File: config.mk
export PLATFORM = sky130hd
export DESIGN_NAME = ssp_tx_shifter
export DESIGN_NICKNAME = d
export VERILOG_FILES = /design/src/rtl/ssp_tx_shifter.sv
export SDC_FILE = /design/constraint.sdc
export NUM_CORES = 1
export LEC_CHECK = 0
export ABC_AREA = 1
export BUFFER_PORTS_ARGS = -buffer_cell sky130_fd_sc_hd__buf_2
export CAP_MARGIN = 20
export CORE_MARGIN = 2
export CORE_UTILIZATION = 53
export CTS_CLUSTER_SIZE = 8
export DETAILED_ROUTE_END_ITERATION = 8
export PLACE_DENSITY = 0.76
export REMOVE_ABC_BUFFERS = 1
export SETUP_SLACK_MARGIN = 0.02
export SLEW_MARGIN = 20
export SYNTH_ARGS = -nofsm -noshare
export SYNTH_HDL_FRONTEND = slang
export SYNTH_SLANG_ARGS = --single-unit
File: constraint.sdc
create_clock -name pclk -period 1.9 [get_ports pclk]
set_clock_uncertainty 0.05 [all_clocks]
set_input_delay 0.095 -clock pclk [delete_from_list [all_inputs] [get_ports pclk]]
set_output_delay 0.095 -clock pclk [all_outputs]
set_load 0.05 [all_outputs]
File: src/rtl/ssp_tx_shifter.sv
// SSP transmit serialiser: pulls bytes from a first-word-fallthrough FIFO and shifts them out with pclk/2 serial clock and frame sync.
// Optional build macro SSP_TX_LSB_FIRST_EN selects LSB-first shifting (default MSB first).
module ssp_tx_shifter (
   input  logic       pclk,
   input  logic       clr_b,
   input  logic [7:0] tx_data,
   input  logic       tx_empty,
   output logic       tx_pop,
   output logic       ssp_clk_out,
   output logic       ssp_fss_out,
   output logic       ssp_txd,
   output logic       ssp_oe_b,
   output logic       tx_busy
);

   typedef enum logic [1:0] {
      ST_IDLE  = 2'd0,
      ST_FRAME = 2'd1,
      ST_SHIFT = 2'd2
   } state_e;

   state_e     state_q;
   logic [2:0] bit_cnt_q;
   logic [7:0] shreg_q;
   logic       next_pending_q;
   logic       clk_q;
   logic       clk_d;
   logic       fss_q;
   logic       txd_q;
   logic       oe_b_q;
   logic       boundary_s;
   logic       reload_s;

`ifdef SSP_TX_LSB_FIRST_EN
   function automatic logic lead_bit(input logic [7:0] w);
      return w[0];
   endfunction

   function automatic logic [7:0] advance(input logic [7:0] w);
      return {1'b0, w[7:1]};
   endfunction
`else
   function automatic logic lead_bit(input logic [7:0] w);
      return w[7];
   endfunction

   function automatic logic [7:0] advance(input logic [7:0] w);
      return {w[6:0], 1'b0};
   endfunction
`endif

   // Boundary detection and the FIFO pop request for a word load at the coming boundary.
   always_comb begin
      clk_d      = ~clk_q;
      boundary_s = ~clk_q;
      reload_s   = 1'b0;
      case (state_q)
         ST_FRAME: reload_s = 1'b1;
         ST_SHIFT: reload_s = (bit_cnt_q == 3'd7) && next_pending_q;
         default:  reload_s = 1'b0;
      endcase
      if (boundary_s) begin
         tx_pop = reload_s;
      end else begin
         tx_pop = 1'b0;
      end
   end

   // Serial clock divider and the framing state machine; all pad outputs are registered here.
   always_ff @(posedge pclk or negedge clr_b) begin
      if (!clr_b) begin
         state_q        <= ST_IDLE;
         bit_cnt_q      <= 3'd0;
         shreg_q        <= 8'd0;
         next_pending_q <= 1'b0;
         clk_q          <= 1'b0;
         fss_q          <= 1'b0;
         txd_q          <= 1'b0;
         oe_b_q         <= 1'b1;
      end else begin
         clk_q <= clk_d;
         if (boundary_s) begin
            if (reload_s) begin
               // Word load: shared by the FRAME period and a committed back-to-back frame.
               shreg_q        <= advance(tx_data);
               txd_q          <= lead_bit(tx_data);
               oe_b_q         <= 1'b0;
               fss_q          <= 1'b0;
               bit_cnt_q      <= 3'd0;
               next_pending_q <= 1'b0;
               state_q        <= ST_SHIFT;
            end else begin
               case (state_q)
                  ST_IDLE: begin
                     txd_q  <= 1'b0;
                     oe_b_q <= 1'b1;
                     if (!tx_empty) begin
                        fss_q   <= 1'b1;
                        state_q <= ST_FRAME;
                     end else begin
                        fss_q   <= 1'b0;
                        state_q <= ST_IDLE;
                     end
                  end
                  ST_SHIFT: begin
                     if (bit_cnt_q != 3'd7) begin
                        txd_q     <= lead_bit(shreg_q);
                        shreg_q   <= advance(shreg_q);
                        bit_cnt_q <= bit_cnt_q + 3'd1;
                        // The LSB-start boundary is the only point a following word is committed.
                        if ((bit_cnt_q == 3'd6) && !tx_empty) begin
                           fss_q          <= 1'b1;
                           next_pending_q <= 1'b1;
                        end else begin
                           fss_q          <= 1'b0;
                        end
                     end else begin
                        txd_q          <= 1'b0;
                        oe_b_q         <= 1'b1;
                        fss_q          <= 1'b0;
                        bit_cnt_q      <= 3'd0;
                        next_pending_q <= 1'b0;
                        state_q        <= ST_IDLE;
                     end
                  end
                  default: begin
                     txd_q          <= 1'b0;
                     oe_b_q         <= 1'b1;
                     fss_q          <= 1'b0;
                     bit_cnt_q      <= 3'd0;
                     next_pending_q <= 1'b0;
                     state_q        <= ST_IDLE;
                  end
               endcase
            end
         end
      end
   end

   assign ssp_clk_out = clk_q;
   assign ssp_fss_out = fss_q;
   assign ssp_txd     = txd_q;
   assign ssp_oe_b    = oe_b_q;
   assign tx_busy     = (state_q != ST_IDLE);

endmodule

Word-level counts from Yosys, hierarchy flattened:

Cells that the tools add are included.

* word-level logic and storage cells: 56
* register bits after elaboration: 18
* output and inout port bits: 6
* bits of input ports: 11

* bitwise operators: 1
* muxes and demuxes: 27
* $add $sub $neg: 1
* equality and inequality tests: 8
* reductions and logical operators: 11

Operators by type and width (number)
* $mux 8: 3
* $mux 1: 15
* $eq 3x3->1 const B: 2
* $mux 3: 2
* $ne 3x3->1 const B: 2
* $pmux 1 s2: 3
* $pmux 3 s2: 1
* $reduce_and 3->1: 2
* $reduce_bool 2->1: 3
* $mux 2: 2
* $ne 4x4->1 const B: 1
* $pmux 2 s2: 1
* $reduce_and 2->1: 2
* $add 3x1->3 const B: 1
* $eq 2x1->1 const B: 1
* $eq 2x2->1 const B: 1
* $logic_and 1x1->1: 2
* $logic_not 2->1: 1
* $ne 2x2->1 const B: 1
* $logic_not 1->1: 1
* $not 1->1: 1

Longest topological paths before layout:

Gate-level depths: netlist (run 1).

* depth after elaboration: 6
* mapped depth: 9
* mapped depth without buffers: 9

Worst setup path after synthesis (run 1):

Ideal clock, no wire load.

* path type: register to register
* start point: reg bit_cnt_q[1]
* end point: reg txd_q, in the netlist ssp_txd
* stages on the path, launching flop included: 10
* data required time: 1.725 ns
* period minus slack after synthesis: 1.560 ns
* slack: 0.340 ns
* data arrival time: 1.386 ns
* library setup time: 0.125 ns
* path buffers: 1
* cell sequence: dfrtp_1 > ha_1 > ha_1 > nand3_2 > nand2_4 > nand3_4 > buf_6 > clkinv_4 > nand2_1 > nand3_1

* cells in the longest elaborated chain, start to end: 4
* elaborated cells between the ends (all ways): 7
* classes of those cells: eq/ne (2); mux (4); reduce/logical (1)

Ends and longest elaborated chain
* from (decl): line 23 `logic [2:0] bit_cnt_q;`
* from (signal assigned): line 109 `bit_cnt_q <= bit_cnt_q + 3'd1;`
* $eq 3x3->1 / $ne 3x3->1 (equally long branches): line 59, 106
* $logic_and 1x1->1 / $mux 1 (equally long branches): line 59, 106
* $pmux 1 s2 / $mux 1 (equally long branches): line 57, 93
* $mux 1 *: line 83 `if (reload_s) begin`
* to (signal assigned): line 86 `txd_q <= lead_bit(tx_data);`
* to (signal assigned): line 107 `txd_q <= lead_bit(shreg_q);`
* to (decl): line 29 `logic txd_q;`

Every way passes the cells marked *; elsewhere a longest branch is shown, timed or not.
A chain may end at the register's enable or synchronous reset.

Worst setup path in the final report (run 1):

* start point: reg bit_cnt_q[1]
* end point: out tx_pop

* cells in the longest elaborated chain, start to end: 4

Ends and longest elaborated chain
* $eq 3x3->1: line 59 `ST_SHIFT: reload_s = (bit_cnt_q == 3'd7) && next_pending_q;`
* $logic_and 1x1->1: line 59
* $pmux 1 s2: line 57 `case (state_q)`
* $mux 1: line 62 `if (boundary_s) begin`
* to (decl): line 8 `output logic tx_pop,`

Every way passes these cells.

==> results.env, run 1 <==
RESULT_OF_THE_RUN='complete, no violations'
MAXSLEWVIOLCOUNT=0
YS_SEQ_ELEMENTS=17
MAPPEDNETLISTAREA_UM2=941
ARRIVAL_NS=1.66
SYNTH_SIMPLE_GATE_AREA_SHARE=0.360
MAX-VDD-IR-DROP_uV=594
CORE-AREA_UM2=1690
WORST-R2R-CELL-COUNT=9
SYN_AREA_PER_CELL_UM2=8.11
YS.WARNINGS.COUNT=0
TRITONCTS='yes'
SYNTH_FA_HA_AREA_FRAC=0.0798
REQUIRED_NS=1.75
DRC_MARKERS=0
WORST_SETUP_PATH_START_KIND='flop'
SYN2LAYOUT_AREA_GROWTH_PCT=17.2
CTS-HTREE-LEVELS=1
PORT_BUFFERS=16
PATH_CLK_SLEW_NS=0.10
YS_SEQ_AREA_FRAC=0.453
INITIAL_UTILIZATION=0.557
NUM_VIAS=816
TOP_LEVEL_PORTS=17
GP_ROUTABILITY_CONGESTION=0.788
TOTAL_LEAKAGE_POWER_nW=0.610
HEIGHT_OF_THE_DIE_UM=46.1
PLACEMENT_ROW_COUNT=15
HP-START='tx_data[6]'
TOTAL_POWER_PER_UNIT_CELL_AREA_nW_PER_UM2=1230
TIMING.HOLD.WORST_PATH_DEPTH=5
FINAL_COMMON_CELL='nand2_1'
MAX-SLEW-MARGIN-REL=0.755
ANTENNA_LEFT=0
SYNTH_XOR_XNOR_AREA_SHARE=0
INITIALDRTVIOLATIONCOUNT=12
TOTALPOWERFINAL_W=0.00136
FINAL_PERIOD_MINUS_WORST_SETUP_SLACK_NS=1.81
CLKLATENCYLATEPIN_NS=0.29
MIN_PATH_TYPE='in -> reg'
FINAL_CELL_AREA_UM2=1100
POST-DP-HPWL_UM=1370
CAP_VIOLATIONS=0
FRACTION_OF_FINAL_LAYOUT_CELLS_WITH_DRIVE_STRENGTH_GREATER_THAN_1=0.245
FIN_NETS=157
ANTENNA-DIODE-COUNT=0
DIE_AREA_UM2=2130
PLACEDINSTANCEAREA_UM2=1020
DIEWIDTH_UM=46.1
CRITICAL_PATH.REG2REG.STARTPOINT='bit_cnt_q[1]$_DFFE_PN0P_'
POST_SYNTH_MUX_AREA_SHARE=0
GRT_PASS1_VIAS=771
DPL.CELL_COUNT=147
FF2FF_SETUP_SLACK_NS=0.21
WL_PER_CELL_UM=12.4
GRT_USAGE=0.215
LEADING_CELL_TYPES_IN_THE_LAYOUT_FILL_AND_TAPS_EXCLUDED='nand2_1 (43), nand3_1 (17), dfrtp_1 (16)'
FIN_CELLS=156
SYNTH_TOP_FAMILY_BY_AREA='simple AND/OR/NAND/NOR gates'
COUNT_OF_ENDPOINTS_FAILING_SETUP_IN_THE_FINAL_REPORT=0
POST-ROUTE-PERIOD-UTIL=0.952
ROUTE.FINAL.WIRE_LENGTH_UM=1930
VIASPERCELL=5.23
SYNTH_COMPOUND_GATE_AREA_SHARE=0.0372
RSZ_0062_RAISED_AFTER_GLOBAL_ROUTING='no'
RR_ENDPOINT='shreg_q[3]$_DFFE_PN0P_'
GRT_OVERFLOW_TOTAL=0
GRT_ANTENNA_BEFORE_REPAIR=0
CLOCK_SINKS=17
FINAL_HOLD_VIOL_COUNT=0
HOLD_END='shreg_q[7]$_DFFE_PN0P_'
GRT_MAX_DEGREE=18
TRITONCTS.NUM_BUFFERS=3
END_KIND='primary output'
POSTSYNTHCELLCOUNT=116
NUM-FILL-CELLS=147
TIMING.SETUP.CRITICAL_PATH_CLASS='reg -> out'
CRIT_PATH_MAX_FANOUT=8
GLOBAL_ROUTE_WIRE_LENGTH_BEFORE_REPAIR_UM=3150
CTS_ROOT_BUFFER='clkbuf_4'
FINALSETUPTNS_NS=0
CLOCKBUFFERDEPTH=2
WORST_PIN_SLEW_NS=0.367
DISTINCT_CELL_TYPE_COUNT_OF_THE_SYNTHESIZED_NETLIST=21
DETAILEDROUTE.FIRSTPASSITERATIONCOUNT=4
FIN_UTIL=0.653
TIMING.FMAX_MHz=553
cells in the mapped netlist, drive strengths merged:
cell / n / area (um2)
nand3: 19 / 113
nand4: 1 / 6.26
dfrtp: 16 / 400
a21oi: 2 / 10.0
inv: 10 / 37.5
nor2: 5 / 23.8
buf: 2 / 18.8
o21ai: 5 / 25.0
nor3: 1 / 5.00
clkinv: 1 / 8.76
nand2: 47 / 191
dfstp: 1 / 26.3
ha: 6 / 75.1
registers in the layout, indices dropped and copies added (netlist names):
register / flops
shreg_q: 7
bit_cnt_q: 3
state_q: 2
next_pending_q: 1
ssp_clk_out: 1
ssp_fss_out: 1
ssp_oe_b: 1
ssp_txd: 1
logic make-up (layout without fill, tap and decap cells):
group	after synthesis	count (layout)
buffers and inverters	13	36
and+or+nand+nor	73	73
DFF	17	17
adders and majority gates	6	6
AOI/OAI and AO/OA	7	7
repair_timing:
action,CTS,global route
endpoints found under the hold margin,19,0
setup endpoints to repair,1,1
hold buffers,3,0
setup buffers,0,2
resized for setup,3,0
power by group:
group	switching (W)	total, W	internal (W)
combinational	0.000430	0.000629	0.000199
sequential	0.0000642	0.000531	0.000467
clock	0.000115	0.000197	0.0000817
total	0.000609	0.00136	0.000748
routing by layer:
layer,GRT usage,vias to the layer above,share of wire
li1,-,419,-
met1,0.251,366,0.45
met2,0.372,25,0.48
met3,0.0314,6,0.042
met4,0.120,0,0.024
met5,0,-,0
critical path, stage by stage (launching register included):
cell and delay, ns:
dfrtp_1 0.42, ha_1 0.20, ha_1 0.23, nand3_2 0.11
nand2_4 0.09, nand3_4 0.10, clkinv_4 0.06, buf_4 0.18
how the worst max path moves through the flow:
stage / startpoint / cells after the start / to
after floorplan: bit_cnt_q[1]$_DFFE_PN0P_ / 8 / ssp_txd$_DFFE_PN0N_
after global placement: bit_cnt_q[1]$_DFFE_PN0P_ / 7 / tx_pop
after detailed placement: bit_cnt_q[1]$_DFFE_PN0P_ / 7 / tx_pop
after CTS: bit_cnt_q[1]$_DFFE_PN0P_ / 7 / tx_pop
after global routing: bit_cnt_q[0]$_DFFE_PN0P_ / 7 / tx_pop
final: bit_cnt_q[1]$_DFFE_PN0P_ / 7 / tx_pop
cell type report:
cell class,instances,area [um2],share of cell area
Clock buffer,4,26.3,0.0238
Inverter,11,46.3,0.0420
Multi-Input combinational cell,86,454,0.412
Sequential cell,17,427,0.387
Tap cell,17,21.3,0.0193
Timing Repair Buffer,21,128,0.116
metrics by stage:
| stage | setup WS [ns] | hold WS (ns) |
|---|---|---|
| after floorplan | 0.388 | -0.251 |
| after global placement | 0.344 | -0.0185 |
| after detailed placement | 0.283 | -0.0200 |
| after CTS | 0.0231 | 0.0692 |
| after global routing | 0.0242 | 0.0811 |
| final | 0.0911 | 0.0743 |
(Power assumes the default switching activity.)
==> inputs of run 2 (changes only) <==
Settings changed: RECOVER_POWER set to 100.
==> results.env, run 2 (synthesis results as in run 1) <==
GLOBAL_ROUTE_WIRE_LENGTH_BEFORE_REPAIR_UM=3150  # unchanged
TOP_REG_BY_FLOPS='shreg_q'
TRITONCTS='yes'
CLKLATENCYLATEPIN_NS=0.29  # about the same
PORT_BUFFERS=16  # unchanged
CTS_ROOT_BUFFER='clkbuf_4'
ANTENNA_LEFT=0  # unchanged
PATH_BUF_INV=2  # unchanged
END_KIND='primary output'
NUM_VIAS=807  # -1.1%
CRIT_PATH_MAX_FANOUT=8  # unchanged
DRC_MARKERS=0  # unchanged
ANTENNA-DIODE-COUNT=0  # unchanged
POST-ROUTE-PERIOD-UTIL=0.951  # about the same
PLACEMENT_ROW_COUNT=15  # unchanged
MAX-VDD-IR-DROP_uV=549  # -7.5%
WORST_PIN_SLEW_NS=0.880  # +0.512 ns
FIN_WS_NS=0.0926  # +0.00151 ns
WL_PER_CELL_UM=12.2  # -0.98%
DIE_AREA_UM2=2130  # unchanged
CAP_VIOLATIONS=0  # unchanged
HEIGHT_OF_THE_DIE_UM=46.1  # unchanged
RESULT_OF_THE_RUN='complete, no violations'
MAX_STAGE_DELAY_NS=0.42  # about the same
P_SW_W=0.000600  # -1.5%
CORE-AREA_UM2=1690  # unchanged
FINAL_PERIOD_MINUS_WORST_SETUP_SLACK_NS=1.81  # -0.00151 ns
TOTAL_POWER_PER_UNIT_CELL_AREA_nW_PER_UM2=1220  # -1.0%
FRACTION_OF_FINAL_LAYOUT_CELLS_WITH_DRIVE_STRENGTH_GREATER_THAN_1=0.173  # -0.0719
FIN_NETS=157  # unchanged
CP_TOP_DELAY_FAMILY='adder cells'
TOTAL_LEAKAGE_POWER_nW=0.598  # -2.1%
TIMING.SETUP.CRITICAL_PATH_CLASS='reg -> out'
MAX-SLEW-MARGIN-REL=0.414  # -0.341
DETAILEDPLACE.WORSTSLACK_NS=0.283  # unchanged
GRT_OVERFLOW_TOTAL=0  # unchanged
INITIAL_UTILIZATION=0.557  # unchanged
CTS-HTREE-LEVELS=1  # unchanged
TOP_REGS='shreg_q: 7 flops, bit_cnt_q: 3 flops, state_q: 2 flops'
CRITPATHMOSTFREQUENTCELL='ha_1'
CLOCK_SINKS=17  # unchanged
SWSHARE=0.453  # +0.00393
RSZ_0062_RAISED_AFTER_GLOBAL_ROUTING='no'
FINALSETUPTNS_NS=0  # unchanged
LEADING_CELL_TYPES_IN_THE_LAYOUT_FILL_AND_TAPS_EXCLUDED='nand2_1 (44), nand3_1 (17), dfrtp_1 (16)'
FINAL_HOLD_VIOL_COUNT=0  # unchanged
LARGEST_REGISTER_FF_COUNT=7  # unchanged
DIEWIDTH_UM=46.1  # unchanged
INTPOWER_W=0.000725  # -3.0%
MIN_PATH_TYPE='in -> reg'
TIMING.FMAX_MHz=553  # about the same
CLOCK_NETWORK_FRACTION_OF_TOTAL_POWER=0.149  # +0.004
CRIT_SLOWEST_CELL='dfrtp_1'
GRT_PASS1_VIAS=771  # unchanged
TRITONCTS.NUM_BUFFERS=3  # unchanged
ARRIVAL_NS=1.66  # about the same
COUNT_OF_ENDPOINTS_FAILING_SETUP_IN_THE_FINAL_REPORT=0  # unchanged
POWER.SHARE.COMBINATIONAL=0.451  # -0.012
CRIT_CHAIN='ha_1 > ha_1 > nand3_2 > nand2_4 > nand3_4 > clkinv_4 > buf_4'
DETAILEDROUTE.FIRSTPASSITERATIONCOUNT=4  # unchanged
GRT_ANTENNA_BEFORE_REPAIR=0  # unchanged
TOP_LEVEL_PORTS=17  # unchanged
FINAL_COMMON_CELL='nand2_1'
ROUTE.FINAL.WIRE_LENGTH_UM=1910  # -0.98%
REQUIRED_NS=1.75  # about the same
GP_ROUTABILITY_CONGESTION=0.788  # unchanged
PATH_CLK_SLEW_NS=0.10  # about the same
POST-DP-HPWL_UM=1370  # unchanged
GRT_MAX_DEGREE=18  # unchanged
VIASPERCELL=5.17  # -1.1%
WORST_SETUP_PATH_START_KIND='flop'
INITIALDRTVIOLATIONCOUNT=21  # +9
SYN2LAYOUT_AREA_GROWTH_PCT=15.6
GRT_USAGE=0.215  # unchanged
MAXSLEWVIOLCOUNT=0  # unchanged
CLOCKBUFFERDEPTH=2  # unchanged
SEQ_POWER_SHARE=0.400  # +0.008
[run 2: worst reg2reg max path: stages (launching register included)]
cell and delay [ns]:
dfrtp_1 0.42, ha_1 0.20, ha_1 0.23, nand3_2 0.11
nand2_4 0.08, nand2_1 0.28, nand2_1 0.11, o21ai_0 0.17
[run 2: what timing repair did]
action                                  4_1_cts  5_1_grt
hold endpoints to repair                     19        0
hold buffers                                  3        0
resized for setup                             3        0
endpoints found under the setup margin        1        1
buffers inserted                              0        2
[run 2: power by group through the flow]
| stage | clock [W] | sequential [W] | combinational (W) |
|---|---|---|---|
| 2_1_floorplan | 0 | 0.000588 | 0.000422 |
| 3_3_place_gp | 0 | 0.000530 | 0.000599 |
| 3_5_place_dp | 0 | 0.000534 | 0.000609 |
| 4_1_cts | 0.000202 | 0.000528 | 0.000633 |
| 5_1_grt | 0.000221 | 0.000546 | 0.000667 |
| 6_report | 0.000197 | 0.000530 | 0.000597 |
[run 2: per-stage QoR]
stage | instances | total power, W | area [um2] | hold slack [ns] | utilization
3_5_place_dp | 147 | 0.00114 | 1020 | -0.0200 | 0.606
6_report | 156 | 0.00132 | 1090 | 0.0733 | 0.644
2_1_floorplan | 114 | 0.00101 | 922 | -0.251 | -
5_1_grt | 156 | 0.00143 | 1090 | 0.0811 | 0.644
4_1_cts | 154 | 0.00136 | 1090 | 0.0692 | 0.644
3_3_place_gp | 147 | 0.00113 | 1020 | -0.0185 | 0.606
[run 2: worst paths after layout]
| path | from | end | slack [ns] | cells past startpoint |
|---|---|---|---|---|
| max in group asynchronous | clr_b | state_q[1]$_DFFE_PN0P_ | 0.89 | 2 |
| worst max register to register | bit_cnt_q[1]$_DFFE_PN0P_ | state_q[0]$_DFFE_PN0P_ | 0.19 | 7 |
| worst min-delay path | tx_data[6] | shreg_q[7]$_DFFE_PN0P_ | 0.07 | 5 |
| worst max-delay path | bit_cnt_q[1]$_DFFE_PN0P_ | tx_pop | 0.09 | 7 |
| min in group asynchronous | clr_b | ssp_clk_out$_DFF_PN0_ | 0.37 | 2 |
| worst min register to register | ssp_fss_out$_DFFE_PN0N_ | ssp_fss_out$_DFFE_PN0N_ | 0.44 | 2 |
[run 2: layout make-up]
cell class	count	area [um2]
Tap cell	17	21.3
Clock buffer	4	26.3
Inverter	11	46.3
Sequential cell	17	427
Fill cell	151	602
Timing Repair Buffer	21	120
Multi-Input combinational cell	86	447
[run 2: layer usage]
layer  vias to the layer above  wire, um  track usage
li1                        417         -            -
met1                       358       844        0.251
met2                        26       931        0.372
met3                         6        86       0.0314
met4                         0        47        0.120
met5                         -         0            0
==> inputs of run 3 (changes only) <==
Settings changed: CELL_PAD_IN_SITES_DETAIL_PLACEMENT set to 1, CELL_PAD_IN_SITES_GLOBAL_PLACEMENT set to 1, CORE_UTILIZATION 53 to 39, PLACE_DENSITY 0.76 to unset, PLACE_DENSITY_LB_ADDON set to 0.1.
==> results.env, run 3 (synthesis results as in run 1) <==
RESULT_OF_THE_RUN='complete, no violations'
TOP_REGS='shreg_q: 7 flops, bit_cnt_q: 3 flops, state_q: 2 flops'
TIMING.FMAX_MHz=561  # +1.3%
HEIGHT_OF_THE_DIE_UM=53.1  # +15%
INITIAL_UTILIZATION=0.417  # -0.140
ANTENNA-DIODE-COUNT=0  # unchanged
GRT_USAGE=0.199  # -0.0162
TRITONCTS.NUM_BUFFERS=3  # unchanged
DIEWIDTH_UM=53.1  # +15%
GRT_OVERFLOW_TOTAL=0  # unchanged
WORST-R2R-CELL-COUNT=9  # +2
LARGEST_REGISTER_FF_COUNT=7  # unchanged
POWER.SHARE.COMBINATIONAL=0.461  # +0.010
DRC_MARKERS=0  # unchanged
RR_ENDPOINT='shreg_q[6]$_DFFE_PN0P_'
INTPOWER_W=0.000737  # +1.6%
DETAILEDROUTE.FIRSTPASSITERATIONCOUNT=4  # unchanged
ANTENNA_LEFT=0  # unchanged
PLACEMENT_ROW_COUNT=17  # +2
TOTAL_POWER_PER_UNIT_CELL_AREA_nW_PER_UM2=1240  # +1.5%
FIN_NETS=156  # -0.64%
VIASPERCELL=4.89  # -5.4%
INITIALDRTVIOLATIONCOUNT=5  # -76%
CRITICAL_PATH.STARTPOINT='bit_cnt_q[1]$_DFFE_PN0P_'
TOP_LEVEL_PORTS=17  # unchanged
DIE_AREA_UM2=2820  # +33%
CRIT_PATH_MAX_FANOUT=8  # unchanged
FF2FF_SETUP_SLACK_NS=0.18  # about the same
WORST_SETUP_PATH_START_KIND='flop'
FINAL_COMMON_CELL='nand2_1'
MAX-SLEW-MARGIN-REL=0.384  # -0.0295
CORE-AREA_UM2=2250  # +33%
FIN_UTIL=0.487  # -0.156
COUNT_OF_ENDPOINTS_FAILING_SETUP_IN_THE_FINAL_REPORT=0  # unchanged
POST-DP-HPWL_UM=1660  # +21%
TIMING.SETUP.CRITICAL_PATH_CLASS='reg -> out'
ROUTE.FINAL.WIRE_LENGTH_UM=2280  # +19%
GP_ROUTABILITY_CONGESTION=0.756  # -4.0%
CRITICAL_PATH.REG2REG.STARTPOINT='bit_cnt_q[1]$_DFFE_PN0P_'
GLOBAL_ROUTE_WIRE_LENGTH_BEFORE_REPAIR_UM=4120  # +31%
CRITICAL_PATH.ENDPOINT='tx_pop'
SYN2LAYOUT_AREA_GROWTH_PCT=16.8
MULTI_INPUT_COMB_AREA_UM2=452  # +1.1%
WL_PER_CELL_UM=13.7  # +12%
ARRIVAL_NS=1.64  # -0.02 ns
FINAL_HOLD_VIOL_COUNT=0  # unchanged
TRITONCTS='yes'
NUM-FILL-CELLS=290  # +92%
CLKLATENCYLATEPIN_NS=0.28  # about the same
MIN_PATH_TYPE='in -> reg'
NUM_VIAS=812  # +0.62%
GRT_PASS1_VIAS=909  # +18%
GRT_ANTENNA_BEFORE_REPAIR=0  # unchanged
SEQCELLAREA_UM2=427  # unchanged
SEQ_POWER_SHARE=0.394  # -0.006
CTS-HTREE-LEVELS=1  # unchanged
RSZ_0062_RAISED_AFTER_GLOBAL_ROUTING='no'
POST-ROUTE-PERIOD-UTIL=0.939  # -0.0124
CLOCKBUFFERDEPTH=2  # unchanged
CLOCK_NETWORK_FRACTION_OF_TOTAL_POWER=0.145  # -0.004
REQUIRED_NS=1.75  # about the same
MAXSLEWVIOLCOUNT=0  # unchanged
WORST_PIN_SLEW_NS=0.924  # +0.0442 ns
CLOCK_SINKS=17  # unchanged
PORT_BUFFERS=16  # unchanged
CAP_VIOLATIONS=0  # unchanged
END_KIND='primary output'
CTS_ROOT_BUFFER='clkbuf_4'
MAX-VDD-IR-DROP_uV=589  # +7.3%
FRACTION_OF_FINAL_LAYOUT_CELLS_WITH_DRIVE_STRENGTH_GREATER_THAN_1=0.181  # +0.00850
PATH_CLK_SLEW_NS=0.10  # about the same
GRT_MAX_DEGREE=18  # unchanged
LEADING_CELL_TYPES_IN_THE_LAYOUT_FILL_AND_TAPS_EXCLUDED='nand2_1 (43), nand3_1 (17), dfrtp_1 (16)'
SWSHARE=0.458  # +0.00489
P_SW_W=0.000622  # +3.6%
FINAL_PERIOD_MINUS_WORST_SETUP_SLACK_NS=1.78  # -0.0236 ns
TOTAL_LEAKAGE_POWER_nW=0.593  # -0.77%
TOP_REG_BY_FLOPS='shreg_q'
FINALSETUPTNS_NS=0  # unchanged
-- run 3: changes by cell type in the layout (fill, tap and decap cells not counted) --
cell	previous run	this run
nand2_2	2	3
buf_4	3	2
ha_1	5	4
ha_2	1	2
nand2_1	44	43
-- run 3: final cells by class --
| class | instances | area share |
|---|---|---|
| Multi-Input combinational cell | 86 | 0.411 |
| Sequential cell | 17 | 0.388 |
| Timing Repair Buffer | 20 | 0.103 |
| Inverter | 11 | 0.0421 |
| Tap cell | 28 | 0.0319 |
| Clock buffer | 4 | 0.0239 |
-- run 3: through the flow --
step                      setup WS, ns  power [W]  hold slack, ns  instance area, um2  cells
after global placement           0.327    0.00115        -0.00350                1040    158
after CTS                       0.0906    0.00137          0.0738                1100    166
after floorplan                  0.388    0.00101          -0.251                 922    114
after global routing            0.0222    0.00149           0.106                1100    166
final                            0.116    0.00136          0.0899                1100    166
after detailed placement         0.268    0.00116        -0.00109                1040    158
-- run 3: metal layers --
metal | share of wire | track usage | wire (um)
met1 | 0.50 | 0.280 | 1130
met5 | 0 | 0 | 0
met3 | 0.026 | 0.0254 | 59
met4 | 0.0040 | 0.0385 | 9
met2 | 0.47 | 0.327 | 1080
-- run 3: repair_timing --
item / CTS / global route
setup endpoints to repair: 1 / 1
hold buffers: 3 / 0
resized for setup: 1 / 2
pin swaps: 0 / 0
hold endpoints to repair: 19 / 0
setup buffers: 1 / 0
-- run 3: critical path, stage by stage (launching register included) --
cell      delay (ns)
dfrtp_1         0.41
ha_1            0.19
ha_1            0.22
nand3_2         0.11
nand2_4         0.09
nand3_4         0.09
clkinv_4        0.05
buf_4           0.18
-- run 3: power by group through the flow --
| stage | Sequential [W] | Clock, W | Combinational, W |
|---|---|---|---|
| global placement | 0.000534 | 0 | 0.000613 |
| CTS | 0.000536 | 0.000206 | 0.000634 |
| finish | 0.000536 | 0.000197 | 0.000626 |
| global route | 0.000548 | 0.000221 | 0.000717 |
| detailed placement | 0.000543 | 0 | 0.000620 |
| floorplan | 0.000588 | 0 | 0.000422 |
-- run 3: worst min-delay path by stage --
stage,start,end,slack (ns),cells after the start
detailed placement,clr_b,ssp_fss_out$_DFFE_PN0N_,-0.001,1
floorplan,clr_b,bit_cnt_q[0]$_DFFE_PN0P_,-0.25,0
global placement,clr_b,ssp_fss_out$_DFFE_PN0N_,-0.004,1
global route,tx_empty,state_q[0]$_DFFE_PN0P_,0.11,4
CTS,tx_empty,state_q[0]$_DFFE_PN0P_,0.07,4
finish,tx_empty,state_q[0]$_DFFE_PN0P_,0.09,4
